`src/rtl/ihex_pkg.sv`:
```
// Shared Intel HEX definitions used by the encoder and decoder paths.
// Contents: record type codes, ASCII framing characters, the encoder FSM
// state enum, the record descriptor struct and a nibble-to-ASCII helper.
package ihex_pkg;

    localparam int unsigned ADDR_W  = 32;
    localparam int unsigned BYTE_W  = 8;
    localparam int unsigned UPPER_W = 16;
    localparam int unsigned NIB_W   = 3;

    localparam logic [BYTE_W-1:0] REC_DATA = 8'h00;
    localparam logic [BYTE_W-1:0] REC_EOF  = 8'h01;
    localparam logic [BYTE_W-1:0] REC_ELA  = 8'h04;
    localparam logic [BYTE_W-1:0] REC_SLA  = 8'h05;

    localparam logic [BYTE_W-1:0] ASCII_COLON = 8'h3A;
    localparam logic [BYTE_W-1:0] ASCII_CR    = 8'h0D;
    localparam logic [BYTE_W-1:0] ASCII_LF    = 8'h0A;

    typedef enum logic [3:0] {
        ST_IDLE,
        ST_LATCH,
        ST_PLAN,
        ST_COLON,
        ST_HDR,
        ST_FETCH,
        ST_DHI,
        ST_DLO,
        ST_CSUM,
        ST_CR,
        ST_LF,
        ST_DONE
    } ihex_state_e;

    // One record being emitted; payload holds immediate data for 04/05 records
    typedef struct packed {
        logic [BYTE_W-1:0]  rtype;
        logic [BYTE_W-1:0]  len;
        logic [UPPER_W-1:0] addr;
        logic [ADDR_W-1:0]  payload;
    } ihex_rec_t;

    // Uppercase ASCII hex digit for a nibble
    function automatic logic [BYTE_W-1:0] hex_ascii(input logic [3:0] nib);
        if (nib < 4'd10) begin
            return 8'h30 + {4'h0, nib};
        end
        return 8'h37 + {4'h0, nib};
    endfunction

endpackage

```
`src/rtl/ihex_record_planner.sv`:
```
// Chooses the next Intel HEX record from the encoder's progress.
// Ports: address/remaining (next data byte and bytes left), last_upper and
// upper_valid (last emitted 04 value), sa_pending/start_address (05 record
// still owed) -> rec_type, rec_len, rec_address, rec_payload.
module ihex_record_planner
    import ihex_pkg::*;
#(
    parameter int unsigned RECORD_BYTES = 16
) (
    input  logic [31:0] address,
    input  logic [31:0] remaining,
    input  logic [15:0] last_upper,
    input  logic        upper_valid,
    input  logic        sa_pending,
    input  logic [31:0] start_address,
    output logic [7:0]  rec_type,
    output logic [7:0]  rec_len,
    output logic [15:0] rec_address,
    output logic [31:0] rec_payload
);

    logic [31:0] to_boundary;
    logic [31:0] chunk;

    // Data record length: min(RECORD_BYTES, remaining, bytes to next 64 KiB boundary)
    always_comb begin
        to_boundary = 32'h0001_0000 - {16'h0000, address[15:0]};
        chunk       = 32'(RECORD_BYTES);
        if (remaining < chunk) begin
            chunk = remaining;
        end
        if (to_boundary < chunk) begin
            chunk = to_boundary;
        end
    end

    // Data first (with a 04 record whenever the upper half changes), then 05, then EOF
    always_comb begin
        rec_type    = REC_EOF;
        rec_len     = 8'd0;
        rec_address = 16'h0000;
        rec_payload = 32'h0000_0000;
        if (remaining != 32'd0) begin
            if (!upper_valid || (address[31:16] != last_upper)) begin
                rec_type    = REC_ELA;
                rec_len     = 8'd2;
                rec_payload = {address[31:16], 16'h0000};
            end else begin
                rec_type    = REC_DATA;
                rec_len     = chunk[7:0];
                rec_address = address[15:0];
            end
        end else if (sa_pending) begin
            rec_type    = REC_SLA;
            rec_len     = 8'd4;
            rec_payload = start_address;
        end
    end

endmodule

```
`src/rtl/ihex_encoder.sv`:
```
// Streams a memory byte range out as Intel HEX text, one character per
// tx handshake, reading memory one byte at a time with no record buffer.
// Ports: clock/reset_n; start + base_address/length/start_address/
// start_address_valid (latched on start); rd_req/rd_address/rd_data/rd_valid
// memory read port; tx_valid/tx_data/tx_ready character sink; busy, done.
module ihex_encoder
    import ihex_pkg::*;
#(
    parameter int unsigned RECORD_BYTES = 16
) (
    input  logic        clock,
    input  logic        reset_n,
    input  logic        start,
    input  logic [31:0] base_address,
    input  logic [31:0] length,
    input  logic [31:0] start_address,
    input  logic        start_address_valid,
    output logic        rd_req,
    output logic [31:0] rd_address,
    input  logic [7:0]  rd_data,
    input  logic        rd_valid,
    output logic        tx_valid,
    output logic [7:0]  tx_data,
    input  logic        tx_ready,
    output logic        busy,
    output logic        done
);

    ihex_state_e state_q, state_d;

    logic [ADDR_W-1:0]  addr_q, addr_d;
    logic [ADDR_W-1:0]  remaining_q, remaining_d;
    logic [ADDR_W-1:0]  start_addr_q, start_addr_d;
    logic [UPPER_W-1:0] upper_q, upper_d;
    logic               upper_valid_q, upper_valid_d;
    logic               sa_pending_q, sa_pending_d;
    logic               eof_q, eof_d;
    logic               rd_pending_q, rd_pending_d;
    ihex_rec_t          rec_q, rec_d;
    logic [BYTE_W-1:0]  left_q, left_d;
    logic [BYTE_W-1:0]  byte_q, byte_d;
    logic [BYTE_W-1:0]  csum_q, csum_d;
    logic [NIB_W-1:0]   nib_q, nib_d;

    logic               tx_valid_d, rd_req_d, busy_d, done_d;
    logic [BYTE_W-1:0]  tx_data_d;
    logic [ADDR_W-1:0]  rd_address_d;

    logic [BYTE_W-1:0]  p_type, p_len;
    logic [UPPER_W-1:0] p_addr;
    logic [ADDR_W-1:0]  p_payload;

    logic hs;
    logic mem_rec;
    logic byte_ready;
    logic rd_issue;

    ihex_record_planner #(
        .RECORD_BYTES(RECORD_BYTES)
    ) u_planner (
        .address      (addr_q),
        .remaining    (remaining_q),
        .last_upper   (upper_q),
        .upper_valid  (upper_valid_q),
        .sa_pending   (sa_pending_q),
        .start_address(start_addr_q),
        .rec_type     (p_type),
        .rec_len      (p_len),
        .rec_address  (p_addr),
        .rec_payload  (p_payload)
    );

    assign hs      = tx_valid & tx_ready;
    assign mem_rec = (rec_q.rtype == REC_DATA);
    // 04/05 records carry immediate data, so their bytes are ready at once
    assign byte_ready = mem_rec ? (rd_pending_q & rd_valid) : 1'b1;
    // One read per memory byte, issued on entry to FETCH
    assign rd_issue = (state_d == ST_FETCH) && (state_q != ST_FETCH) && mem_rec;

    // Character presented in a given state
    function automatic logic [7:0] char_of(input ihex_state_e st, input logic [2:0] nib,
                                           input logic [7:0] ll, input logic [15:0] aa,
                                           input logic [7:0] tt, input logic [7:0] db,
                                           input logic [7:0] cs);
        logic [31:0] hdr;
        logic [7:0]  cc;
        logic [7:0]  ch;
        hdr = {ll, aa, tt};
        cc  = 8'h00 - cs;
        ch  = 8'h00;
        case (st)
            ST_COLON: ch = ASCII_COLON;
            ST_HDR:   ch = hex_ascii(hdr[{3'd7 - nib, 2'b00} +: 4]);
            ST_DHI:   ch = hex_ascii(db[7:4]);
            ST_DLO:   ch = hex_ascii(db[3:0]);
            ST_CSUM:  ch = hex_ascii(nib[0] ? cc[3:0] : cc[7:4]);
            ST_CR:    ch = ASCII_CR;
            ST_LF:    ch = ASCII_LF;
            default:  ch = 8'h00;
        endcase
        return ch;
    endfunction

    // State register
    always_ff @(posedge clock or negedge reset_n) begin
        if (!reset_n) begin
            state_q <= ST_IDLE;
        end else begin
            state_q <= state_d;
        end
    end

    // Next-state logic; character states advance only on a handshake
    always_comb begin
        state_d = state_q;
        case (state_q)
            ST_IDLE:  if (start) state_d = ST_LATCH;
            ST_LATCH: state_d = ST_PLAN;
            ST_PLAN:  state_d = ST_COLON;
            ST_COLON: if (hs) state_d = ST_HDR;
            ST_HDR: begin
                if (hs && (nib_q == 3'd7)) begin
                    state_d = (rec_q.len != 8'd0) ? ST_FETCH : ST_CSUM;
                end
            end
            ST_FETCH: if (byte_ready) state_d = ST_DHI;
            ST_DHI:   if (hs) state_d = ST_DLO;
            ST_DLO: begin
                if (hs) begin
                    state_d = (left_q != 8'd0) ? ST_FETCH : ST_CSUM;
                end
            end
            ST_CSUM:  if (hs && (nib_q == 3'd1)) state_d = ST_CR;
            ST_CR:    if (hs) state_d = ST_LF;
            ST_LF:    if (hs) state_d = eof_q ? ST_DONE : ST_PLAN;
            ST_DONE:  state_d = start ? ST_LATCH : ST_IDLE;
            default:  state_d = ST_IDLE;
        endcase
    end

    // Datapath next values: parameter latch, record planning, byte capture
    always_comb begin
        addr_d        = addr_q;
        remaining_d   = remaining_q;
        start_addr_d  = start_addr_q;
        upper_d       = upper_q;
        upper_valid_d = upper_valid_q;
        sa_pending_d  = sa_pending_q;
        eof_d         = eof_q;
        rd_pending_d  = rd_pending_q;
        rec_d         = rec_q;
        left_d        = left_q;
        byte_d        = byte_q;
        csum_d        = csum_q;
        nib_d         = nib_q;
        case (state_q)
            ST_IDLE, ST_DONE: begin
                if (start) begin
                    addr_d        = base_address;
                    remaining_d   = length;
                    start_addr_d  = start_address;
                    sa_pending_d  = start_address_valid;
                    upper_d       = 16'h0000;
                    upper_valid_d = 1'b0;
                    eof_d         = 1'b0;
                end
            end
            ST_PLAN: begin
                rec_d.rtype   = p_type;
                rec_d.len     = p_len;
                rec_d.addr    = p_addr;
                rec_d.payload = p_payload;
                left_d        = p_len;
                csum_d        = p_len + p_addr[15:8] + p_addr[7:0] + p_type;
                nib_d         = 3'd0;
                if (p_type == REC_ELA) begin
                    upper_d       = p_payload[31:16];
                    upper_valid_d = 1'b1;
                end
                if (p_type == REC_SLA) begin
                    sa_pending_d = 1'b0;
                end
                if (p_type == REC_EOF) begin
                    eof_d = 1'b1;
                end
            end
            // Nibble counter wraps to 0 after the last header nibble
            ST_HDR, ST_CSUM: begin
                if (hs) begin
                    nib_d = nib_q + 3'd1;
                end
            end
            ST_FETCH: begin
                if (byte_ready) begin
                    if (mem_rec) begin
                        byte_d       = rd_data;
                        addr_d       = addr_q + 32'd1;
                        remaining_d  = remaining_q - 32'd1;
                        rd_pending_d = 1'b0;
                    end else begin
                        byte_d        = rec_q.payload[31:24];
                        rec_d.payload = {rec_q.payload[23:0], 8'h00};
                    end
                    csum_d = csum_q + byte_d;
                    left_d = left_q - 8'd1;
                end
            end
            default: ;
        endcase
        if (rd_issue) begin
            rd_pending_d = 1'b1;
        end
    end

    // Datapath registers
    always_ff @(posedge clock or negedge reset_n) begin
        if (!reset_n) begin
            addr_q        <= '0;
            remaining_q   <= '0;
            start_addr_q  <= '0;
            upper_q       <= '0;
            upper_valid_q <= 1'b0;
            sa_pending_q  <= 1'b0;
            eof_q         <= 1'b0;
            rd_pending_q  <= 1'b0;
            rec_q         <= '0;
            left_q        <= '0;
            byte_q        <= '0;
            csum_q        <= '0;
            nib_q         <= '0;
        end else begin
            addr_q        <= addr_d;
            remaining_q   <= remaining_d;
            start_addr_q  <= start_addr_d;
            upper_q       <= upper_d;
            upper_valid_q <= upper_valid_d;
            sa_pending_q  <= sa_pending_d;
            eof_q         <= eof_d;
            rd_pending_q  <= rd_pending_d;
            rec_q         <= rec_d;
            left_q        <= left_d;
            byte_q        <= byte_d;
            csum_q        <= csum_d;
            nib_q         <= nib_d;
        end
    end

    // Output next values, derived from the next state so the outputs can be registered
    always_comb begin
        tx_valid_d   = state_d inside {ST_COLON, ST_HDR, ST_DHI, ST_DLO, ST_CSUM, ST_CR, ST_LF};
        tx_data_d    = char_of(state_d, nib_d, rec_d.len, rec_d.addr, rec_d.rtype, byte_d, csum_d);
        rd_req_d     = rd_issue;
        rd_address_d = rd_issue ? addr_q : rd_address;
        busy_d       = !(state_d inside {ST_IDLE, ST_DONE});
        done_d       = (state_d == ST_DONE);
    end

    // Output registers
    always_ff @(posedge clock or negedge reset_n) begin
        if (!reset_n) begin
            tx_valid   <= 1'b0;
            tx_data    <= 8'h00;
            rd_req     <= 1'b0;
            rd_address <= 32'h0000_0000;
            busy       <= 1'b0;
            done       <= 1'b0;
        end else begin
            tx_valid   <= tx_valid_d;
            tx_data    <= tx_data_d;
            rd_req     <= rd_req_d;
            rd_address <= rd_address_d;
            busy       <= busy_d;
            done       <= done_d;
        end
    end

endmodule

```
`config.mk`:
```
export PLATFORM = sky130hd
export DESIGN_NAME = ihex_encoder
export DESIGN_NICKNAME = d
export VERILOG_FILES = /design/src/rtl/ihex_pkg.sv /design/src/rtl/ihex_record_planner.sv /design/src/rtl/ihex_encoder.sv
export SDC_FILE = /design/constraint.sdc
export NUM_CORES = 1
export LEC_CHECK = 0
export CAP_MARGIN = 20
export CORE_MARGIN = 2
export CORE_UTILIZATION = 35
export DETAILED_ROUTE_END_ITERATION = 7
export PLACE_DENSITY = 0.65
export SYNTH_ARGS = -nofsm -noshare
export SYNTH_HDL_FRONTEND = slang
export SYNTH_SLANG_ARGS = --single-unit
```
`constraint.sdc`:
```
create_clock -name clock -period 9.7 [get_ports clock]
set_input_delay 1.94 -clock clock [delete_from_list [all_inputs] [get_ports clock]]
set_output_delay 1.94 -clock clock [all_outputs]
set_load 0.005 [all_outputs]
```
# Word level (Yosys, flattened, before mapping)
# Index checks and enable logic that the tools add are counted.
dict set report word_totals {
  reg_bits 255
  in_bits 110
  out_inout_bits 44
  word_cells 200
}
dict set report classes {
  n_addsub 19
  magnitude_cmp 6
  eq_ne 34
  shifts 1
  n_mux 84
  bitwise 2
  reduce_logical 31
}
# operator n
set ops {}
lappend ops {{$mux W32} 13}
lappend ops {{$pmux W32 S2} 3}
lappend ops {{$mux W8} 19}
lappend ops {{$mux W16} 4}
lappend ops {{$add A6 B4 Y7 const A} 8}
lappend ops {{$pmux W8 S7} 1}
lappend ops {{$mux W4} 13}
lappend ops {{$pmux W4 S12} 1}
lappend ops {{$add A32 B1 Y32 const B} 1}
lappend ops {{$add A8 B8 Y8} 4}
lappend ops {{$eq A4 B3 Y1 const B} 8}
lappend ops {{$eq A4 B4 Y1 const B} 8}
lappend ops {{$lt A32 B32 Y1} 1}
lappend ops {{$lt A32 B5 Y1 const B} 1}
lappend ops {{$pmux W16 S2} 1}
lappend ops {{$pmux W8 S2} 2}
lappend ops {{$reduce_bool A32 Y1} 1}
lappend ops {{$shiftx A32 B6 Y4} 1}
lappend ops {{$sub A32 B1 Y32 const B} 1}
lappend ops {{$mux W1} 19}
lappend ops {{$sub A17 B16 Y18 const A} 1}
lappend ops {{$eq A8 B3 Y1 const B} 2}
lappend ops {{$lt A4 B4 Y1 const B} 4}
lappend ops {{$ne A16 B16 Y1} 1}
lappend ops {{27 further kinds} 59}

# Logic depth before layout (Yosys ltp)
# Gate-level depths: netlist (run 1).
dict set report logic_depth {
  ltp_word 17
  depth_mapped 33
  ltp_nobuf 31
}

# Cells and area by module
# Synthesis (run 1) repeated with hierarchy kept, for this count alone.
dict set report unflattened {
  hier_cells 1834
  hier_area_um2 15576.2
}
# mod n_inst cells_per_inst area_per_inst_um2
set modules_own_cells {}
lappend modules_own_cells {ihex_encoder 1 1627 14106.0}
lappend modules_own_cells {ihex_record_planner 1 207 1470.2}

# Worst setup path before layout (run 1)
# No wires, ideal clock.
dict set report synth_path {
  path_kind {reg-to-reg}
  start {reg remaining_q[8]}
  end {reg tx_data[2]}
  t_arrival_ns 7.077
  t_required_ns 9.584
  slack_ns 2.507
  path_stages_with_launch 31
  period_less_slack_ns 7.193
  cell_sequence {dfrtp_1 -> clkbuf_1 -> nor4_2 -> nand4b_1 -> nor4_1 -> nand2_1 -> ha_1 -> a21oi_1 -> a21oi_1 -> a211o_1 -> o221a_2 -> nor2_1 -> nand2_1 -> o21ai_0 -> a21oi_1 -> fa_1 -> inv_1 -> fa_1 -> inv_1 -> fa_1 -> nor2b_1 -> o21a_1 -> o21ai_0 -> a32o_1 -> a21oi_1 -> xor2_1 -> mux2i_1 -> ha_1 -> nand2_1 -> or4_1 -> o311ai_0}
}
dict set report synth_via {
  elab_chain_cells 17
  elab_cells_between_ends 32
  classes_between {add/sub: 8; order compare: 4; shift: 1; mux: 18; reduce/logical: 1}
}
# element line
set synth_lines {}
lappend synth_lines {{start: declaration} ihex_encoder.sv:32} ;# logic [ADDR_W-1:0] remaining_q, remaining_d;
lappend synth_lines {{start signal: assignment} ihex_encoder.sv:233} ;# remaining_q <= remaining_d;
lappend synth_lines {{$lt A32 B5 Y1} ihex_record_planner.sv:29} ;# if (remaining < chunk) begin
lappend synth_lines {{$mux W32} ihex_record_planner.sv:29}
lappend synth_lines {{$lt A32 B32 Y1} ihex_record_planner.sv:32} ;# if (to_boundary < chunk) begin
lappend synth_lines {{$mux W8} ihex_record_planner.sv:32}
lappend synth_lines {{$mux W8} ihex_record_planner.sv:44} ;# if (!upper_valid || (address[31:16] != last_upper)) begin
lappend synth_lines {{$mux W8} ihex_record_planner.sv:43} ;# if (remaining != 32'd0) begin
lappend synth_lines {{$add A8 B8 Y8 (3 in series)} ihex_encoder.sv:174} ;# csum_d = p_len + p_addr[15:8] + p_addr[7:0] + p_type;
lappend synth_lines {{$pmux W8 S2} ihex_encoder.sv:156} ;# case (state_q)
lappend synth_lines {{$sub A1 B8 Y8} ihex_encoder.sv:89} ;# cc = 8'h00 - cs;
lappend synth_lines {{$mux W4} ihex_encoder.sv:96} ;# ST_CSUM: ch = hex_ascii(nib[0] ? cc[3:0] : cc[7:4]);
lappend synth_lines {{$lt A4 B4 Y1} ihex_pkg.sv:45} ;# if (nib < 4'd10) begin
lappend synth_lines {{$mux W1} ihex_pkg.sv:45}
lappend synth_lines {{$mux W1} ihex_encoder.sv:91} ;# case (st)
lappend synth_lines {{$mux W8} ihex_pkg.sv:48} ;# return 8'h37 + {4'h0, nib};
lappend synth_lines {{$pmux W8 S7 *} ihex_encoder.sv:91}
lappend synth_lines {{via tx_data_d[2]} ihex_encoder.sv:46} ;# logic [BYTE_W-1:0] tx_data_d;
lappend synth_lines {{end signal: assignment} ihex_encoder.sv:269} ;# tx_data <= tx_data_d;
lappend synth_lines {{end: declaration} ihex_encoder.sv:23} ;# output logic [7:0] tx_data,
# Mark *: on every way through the listed nets, which the timed path passes. The rest lies on a longest branch. The select of a mux whose other input is x is not followed.
# A chain may end at the register's enable or synchronous reset.

# Worst setup path after layout (run 1)
# Same ends and word-level chain as after synthesis.

==> results of run 1 <==
==> final cells by class <==
class | count | area share
Tap cell | 539 | 0.03720
Multi-Input combinational cell | 1400 | 0.4471
Sequential cell | 254 | 0.3506
Inverter | 52 | 0.01077
Clock inverter | 11 | 0.01090
Timing Repair Buffer | 177 | 0.09634
Clock buffer | 42 | 0.04713
==> per-stage QoR <==
stage	instances	cell area [um2]	total power [W]
global placement	2420	17030	0.003995
global route	2475	18130	0.005681
CTS	2473	18080	0.005294
floorplan	1825	15050	0.003262
detailed placement	2420	17030	0.004066
finish	2475	18130	0.005295
==> cell usage in the layout, fill, tap and decap left out, types with 18 or more instances in the layout <==
master / n
and3_1: 22
o22ai_1: 26
ha_1: 48
xnor2_1: 27
dfrtp_1: 254
nor2_1: 121
inv_1: 49
clkbuf_16: 29
nand2_1: 396
o21ai_0: 172
nor4_1: 23
nand3_1: 47
clkdlybuf4s50_1: 151
buf_4: 23
a221o_1: 18
a21oi_1: 143
nor3_1: 41
and2_1: 24
==> registers in the layout, summed over array words and instances (netlist names), 8 cells and up <==
| signal | count |
|---|---|
| rec_q | 64 |
| remaining_q | 32 |
| rd_address | 32 |
| left_q | 8 |
| upper_q | 16 |
| addr_q | 32 |
| csum_q | 8 |
| start_addr_q | 32 |
| byte_q | 8 |
==> metal layers <==
metal | global-route usage | vias to the layer above | share of wire
met5 | 0 | - | 0
met4 | 0.05804 | 0 | 0.025
met3 | 0.02304 | 78 | 0.057
met2 | 0.3406 | 477 | 0.47
met1 | 0.2874 | 6782 | 0.45
li1 | - | 6592 | -
==> where the power goes <==
part	switching [W]	leakage [nW]	internal, W
combinational	0.00128	4.27	0.000892
sequential	0.000463	3.21	0.00145
clock	0.000465	0.517	0.000744
total	0.00221	8.00	0.00308
==> critical path, delay by kind of cell, from the launching register on <==
family | cells | cell delay [ps]
and+or+nand+nor | 10 | 2860
AOI/OAI and AO/OA | 12 | 2440
adders and majority gates | 4 | 1900
muxes | 1 | 590
DFF | 1 | 460
buffers and inverters | 2 | 120
==> logic make-up after synthesis <==
kind of cell             count (synthesis)  share of synthesized area
adder cells (fa/ha/maj)                 57                    0.05203
buffers and inverters                  171                    0.04370
AND/OR/NAND/NOR                        770                     0.2364
flip-flops                             254                     0.4236
XOR/XNOR                                44                    0.02568
multiplexers                            28                    0.02035
other                                    2                  0.0005005
AO/OA/AOI/OAI                          488                     0.1977
==> path summary, 6_finish.rpt <==
check,endpoint,depth (start not counted),slack [ps],start
setup / recovery,tx_data[2]$_DFF_PN0_,29,1210,remaining_q[8]$_DFFE_PN0P_
min in group asynchronous,byte_q[0]$_DFF_PN0_,1,1470,reset_n
hold reg to reg,rd_address[11]$_DFFE_PN0P_,2,460,rd_address[11]$_DFFE_PN0P_
setup reg to reg,tx_data[2]$_DFF_PN0_,29,1210,remaining_q[8]$_DFFE_PN0P_
max in group asynchronous,upper_q[9]$_DFFE_PN0P_,2,6850,reset_n
hold / removal,rd_address[11]$_DFFE_PN0P_,2,460,rd_address[11]$_DFFE_PN0P_
==> synthesized netlist by cell type (18+ instances only) <==
library cell and number:
nor4_1 23, and3_1 22, o21ai_0 172, nand3_1 47, o22ai_1 26, clkbuf_1 108, nor2_1 121, xnor2_1 27
nor3_1 44, dfrtp_1 254, ha_1 48, a21oi_1 144, a221o_1 18, and2_1 24, inv_1 49, nand2_1 396
==> flow_summary.yaml, run 1 <==
status:
  outcome: "finished clean"
synth:
  synth_top_area_share: 0.4236
  synth_flop_cell: "dfrtp_1"
  synth_edf_count: 0
  synth_area_per_cell_um2: 8.271
  async_flop_share: 1.000
  synth-seq-area-share: 0.4236
  synth_cell_types: 82
  yosys_warnings: 0
  synth_cells: 1814
  synth_area_leaders: "dfrtp_1 42%, nand2_1 9.9%, o21ai_0 5.7%"
  ys_ff_latch: 254
  yosys.area.top_type: "dfrtp_1"
  netlist_area_um2: 15000
cts:
  cts_buffer_depth: 3
  cts_root_buf: "clkbuf_16"
  clkLatencyLatePin_ps: 570
  clk_pin_slew_worst_paths_ps: 60
  htreeDepth: 1
  cts_setup_buffers: 0
  cts_tree: "yes"
  numCtsBuffers: 29
  clock_sinks: 254
  cts_resized: 0
  cts_hold_buf: 0
cells_and_area:
  layout-drive-gt1-share: 0.06198
  syn2layout_area_growth_pct: 20.84
  multi_input_area_um2: 8107
  fin_util: 0.4303
  diodes: 0
  fill_cells: 4087
  fin_nets: 2081
  layout.area.seq_um2: 6356
floorplan:
  die_width_um: 211.1
  fp.dieH_um: 211.1
  initial_core_util: 0.3561
  design.die.area_um2: 44540
  ios: 154
  core_area_um2: 42130
  fp-row-count: 75
placement:
  post-place-ws_ps: 1356
  gp_congestion: 0.8760
  hpwl_um: 32730
  port_buffers: 152
worst_setup_path:
  worstSetupStartpointType: "register"
  cpMostUsedCell: "nor2_1"
  cp_slowest_stage_delay_ps: 940
  critPathSlowestCell: "nor4_1"
  cp_max_fo: 9
  crit_path_end_kind: "register"
  critPathKind: "register to register"
  required_ps: 10150
  critPathArrivalTime_ps: 8940
route:
  vias_per_cell: 5.628
  postRouteAntennaNets: 0
  routed_wl_um: 46250
  dr.pass1.iters: 5
  drc_errors: 0
  wire_per_inst_um: 18.69
  vias: 13929
  drt_iter0_drc: 1192
global_route:
  antenna_found_initial: 0
  grt_pass1_vias: 13499
  overflow: 0
  grt_pass1_wl_um: 74320
  grtUsageTotal: 0.2066
  grt_max_degree: 122
timing:
  maxSlewHeadroom: 0.2520
  slew_violations: 0
  fin_crit_ps: 8487
  timing.final.ws_setup_ps: 1213
  tightest_slew_ps: 1106
  tns_ps: 0
  setup_viol: 0
  period_share: 0.8749
  rsz0062_at_grt: "false"
  holdWs_ps: 462.7
  fin_skew_ps: 10.41
  max_clock_freq_ghz: 0.1178
  hold_violations: 0
power_and_ir_drop:
  p_per_area_nw_per_um2: 292.0
  p_leak_nw: 7.999
  worst_ir_drop_vdd_mv: 0.1528
run:
  cap_violations: 0
worst_hold_path:
  hold_path_class: "register to register"
No activity file was read; power rests on OpenSTA's default activity.
==> inputs of run 2 (changes only) <==
--- a/config.mk
+++ b/config.mk
@@ -9,6 +9,7 @@
 export CORE_MARGIN = 2
 export CORE_UTILIZATION = 35
 export DETAILED_ROUTE_END_ITERATION = 7
+export GPL_ROUTABILITY_DRIVEN = 0
 export PLACE_DENSITY = 0.65
 export SYNTH_ARGS = -nofsm -noshare
 export SYNTH_HDL_FRONTEND = slang
==> run 2 against run 1 <==
  * Sequential share of layout area is 0.10 points higher
  * First-iteration DRC count down 8.4%
  * Global-route usage is essentially flat
==> flow_summary.yaml, run 2 (same netlist as run 1, synthesis figures left out) <==
timing:
  tns_ps: 0
  rsz0062_at_grt: "false"
  max_clock_freq_ghz: 0.1180
  fin_crit_ps: 8472
  setup_viol: 0
  maxSlewHeadroom: 0.2674
  hold_violations: 0
  fin_skew_ps: 20.19
  slew_violations: 0
  period_share: 0.8734
  tightest_slew_ps: 1089
  timing.final.ws_setup_ps: 1228
worst_setup_path:
  cp_slowest_stage_delay_ps: 970
  critPathKind: "register to register"
  worstSetupStartpointType: "register"
  cp_max_fo: 9
  r2r_end: "tx_data[2]$_DFF_PN0_"
  worstRegToRegCells: 28
  rrSetupSlack_ps: 1230
  r2r_start: "remaining_q[8]$_DFFE_PN0P_"
  critPathSlowestCell: "nor4_1"
  cpMostUsedCell: "a21oi_1"
  crit_path_end_kind: "register"
  required_ps: 10160
  critPathArrivalTime_ps: 8930
power_and_ir_drop:
  share_comb_of_total_power: 0.409
  finalPower_w: 0.005230
  swShare: 0.4194
  p_per_area_nw_per_um2: 289.3
  worst_ir_drop_vdd_mv: 0.1370
  p_leak_nw: 7.985
  p_int_w: 0.003037
  seqPwrFrac: 0.367
  pwr-share-clk: 0.224
  power_switching_w: 0.002194
cells_and_area:
  layout-drive-gt1-share: 0.06247
  diodes: 0
  final_cell_mix: "396 x nand2_1, 254 x dfrtp_1, 172 x o21ai_0, 151 x clkdlybuf4s50_1, 143 x a21oi_1"
  fin_nets: 2082
  regMostFlops: "rec_q"
  syn2layout_area_growth_pct: 20.49
  fin_cells: 2476
  layout.cells.most_common: "nand2_1"
  largest_reg_flops: 64
status:
  outcome: "finished clean"
cts:
  cts_buffer_depth: 3
  clkLatencyLatePin_ps: 580
  cts_resized: 0
  cts_hold_buf: 0
  cts_setup_buffers: 0
  numCtsBuffers: 30
  cts_root_buf: "clkbuf_16"
  htreeDepth: 1
  clock_sinks: 254
  cts_tree: "yes"
  clk_pin_slew_worst_paths_ps: 60
route:
  vias_per_cell: 5.567
  wire_per_inst_um: 18.52
  vias: 13783
  dr.pass1.iters: 5
  postRouteAntennaNets: 0
  drc_errors: 0
  routed_wl_um: 45860
  drt_iter0_drc: 1092
floorplan:
  ios: 154
  die_width_um: 211.1
  design.die.area_um2: 44540
  fp.dieH_um: 211.1
  initial_core_util: 0.3561
  fp-row-count: 75
  core_area_um2: 42130
global_route:
  grt_pass1_vias: 13407
  grtUsageTotal: 0.2065
  grt_pass1_wl_um: 73890
  grt_max_degree: 101
  antenna_found_initial: 0
  overflow: 0
run:
  cap_violations: 0
worst_hold_path:
  hold_path_class: "register to register"
  min_to: "rd_address[18]$_DFFE_PN0P_"
  min_path_cells: 2
  worstHoldStart: "rd_address[18]$_DFFE_PN0P_"
placement:
  hpwl_um: 32320
  post-place-ws_ps: 1411
  post-place-cells: 2421
  port_buffers: 152
run 2: final cells by class:
cell class	instances	area (um2)
sequential	254	6356
fill	4124	24060
clock buffer	40	838.3
clock inverter	14	181.4
inverter	52	195.2
multi-input combinational	1400	8107
timing repair buffer	177	1727
tap	539	674.4
run 2: critical path, delay by kind of cell (launching register included):
family,cells,cell delay [ps]
AND/OR/NAND/NOR,10,3080
AO/OA/AOI/OAI,11,2220
adder cells (fa/ha/maj),4,1920
multiplexers,1,540
flip-flops,1,460
buffers and inverters,2,130
run 2: power groups by stage:
stage	Clock, W	Combinational, W	Sequential [W]
floorplan	0	0.00158	0.00169
CTS	0.00119	0.00213	0.00192
global placement	0	0.00206	0.00192
detailed placement	0	0.00212	0.00193
global route	0.00124	0.00241	0.00198
finish	0.00117	0.00214	0.00192
run 2: worst max path at each step:
stage | to | from | slack, ps | depth (start not counted)
after floorplan | tx_data[2]$_DFF_PN0_ | remaining_q[8]$_DFFE_PN0P_ | 2510 | 30
after global placement | tx_data[2]$_DFF_PN0_ | remaining_q[30]$_DFFE_PN0P_ | 1690 | 28
after detailed placement | tx_data[2]$_DFF_PN0_ | remaining_q[8]$_DFFE_PN0P_ | 1410 | 28
after CTS | tx_data[2]$_DFF_PN0_ | remaining_q[8]$_DFFE_PN0P_ | 1370 | 28
after global routing | tx_data[2]$_DFF_PN0_ | remaining_q[8]$_DFFE_PN0P_ | 540 | 29
final | tx_data[2]$_DFF_PN0_ | remaining_q[8]$_DFFE_PN0P_ | 1230 | 28
run 2: metal layers:
layer  vias up  part of all wire  track usage
li1       6591                 -            -
met1      6688              0.45       0.2885
met2       428              0.47       0.3392
met3        76             0.052      0.02290
met4         0             0.026      0.05780
met5         -                 0            0
run 2: through the flow:
step	util	hold slack, ps	instance area [um2]
2_1_floorplan	-	433.2	15050
4_1_cts	0.4286	469.1	18060
3_5_place_dp	0.4044	455.4	17040
5_1_grt	0.4291	486.8	18080
3_3_place_gp	0.4044	451.2	17040
6_report	0.4291	465.0	18080
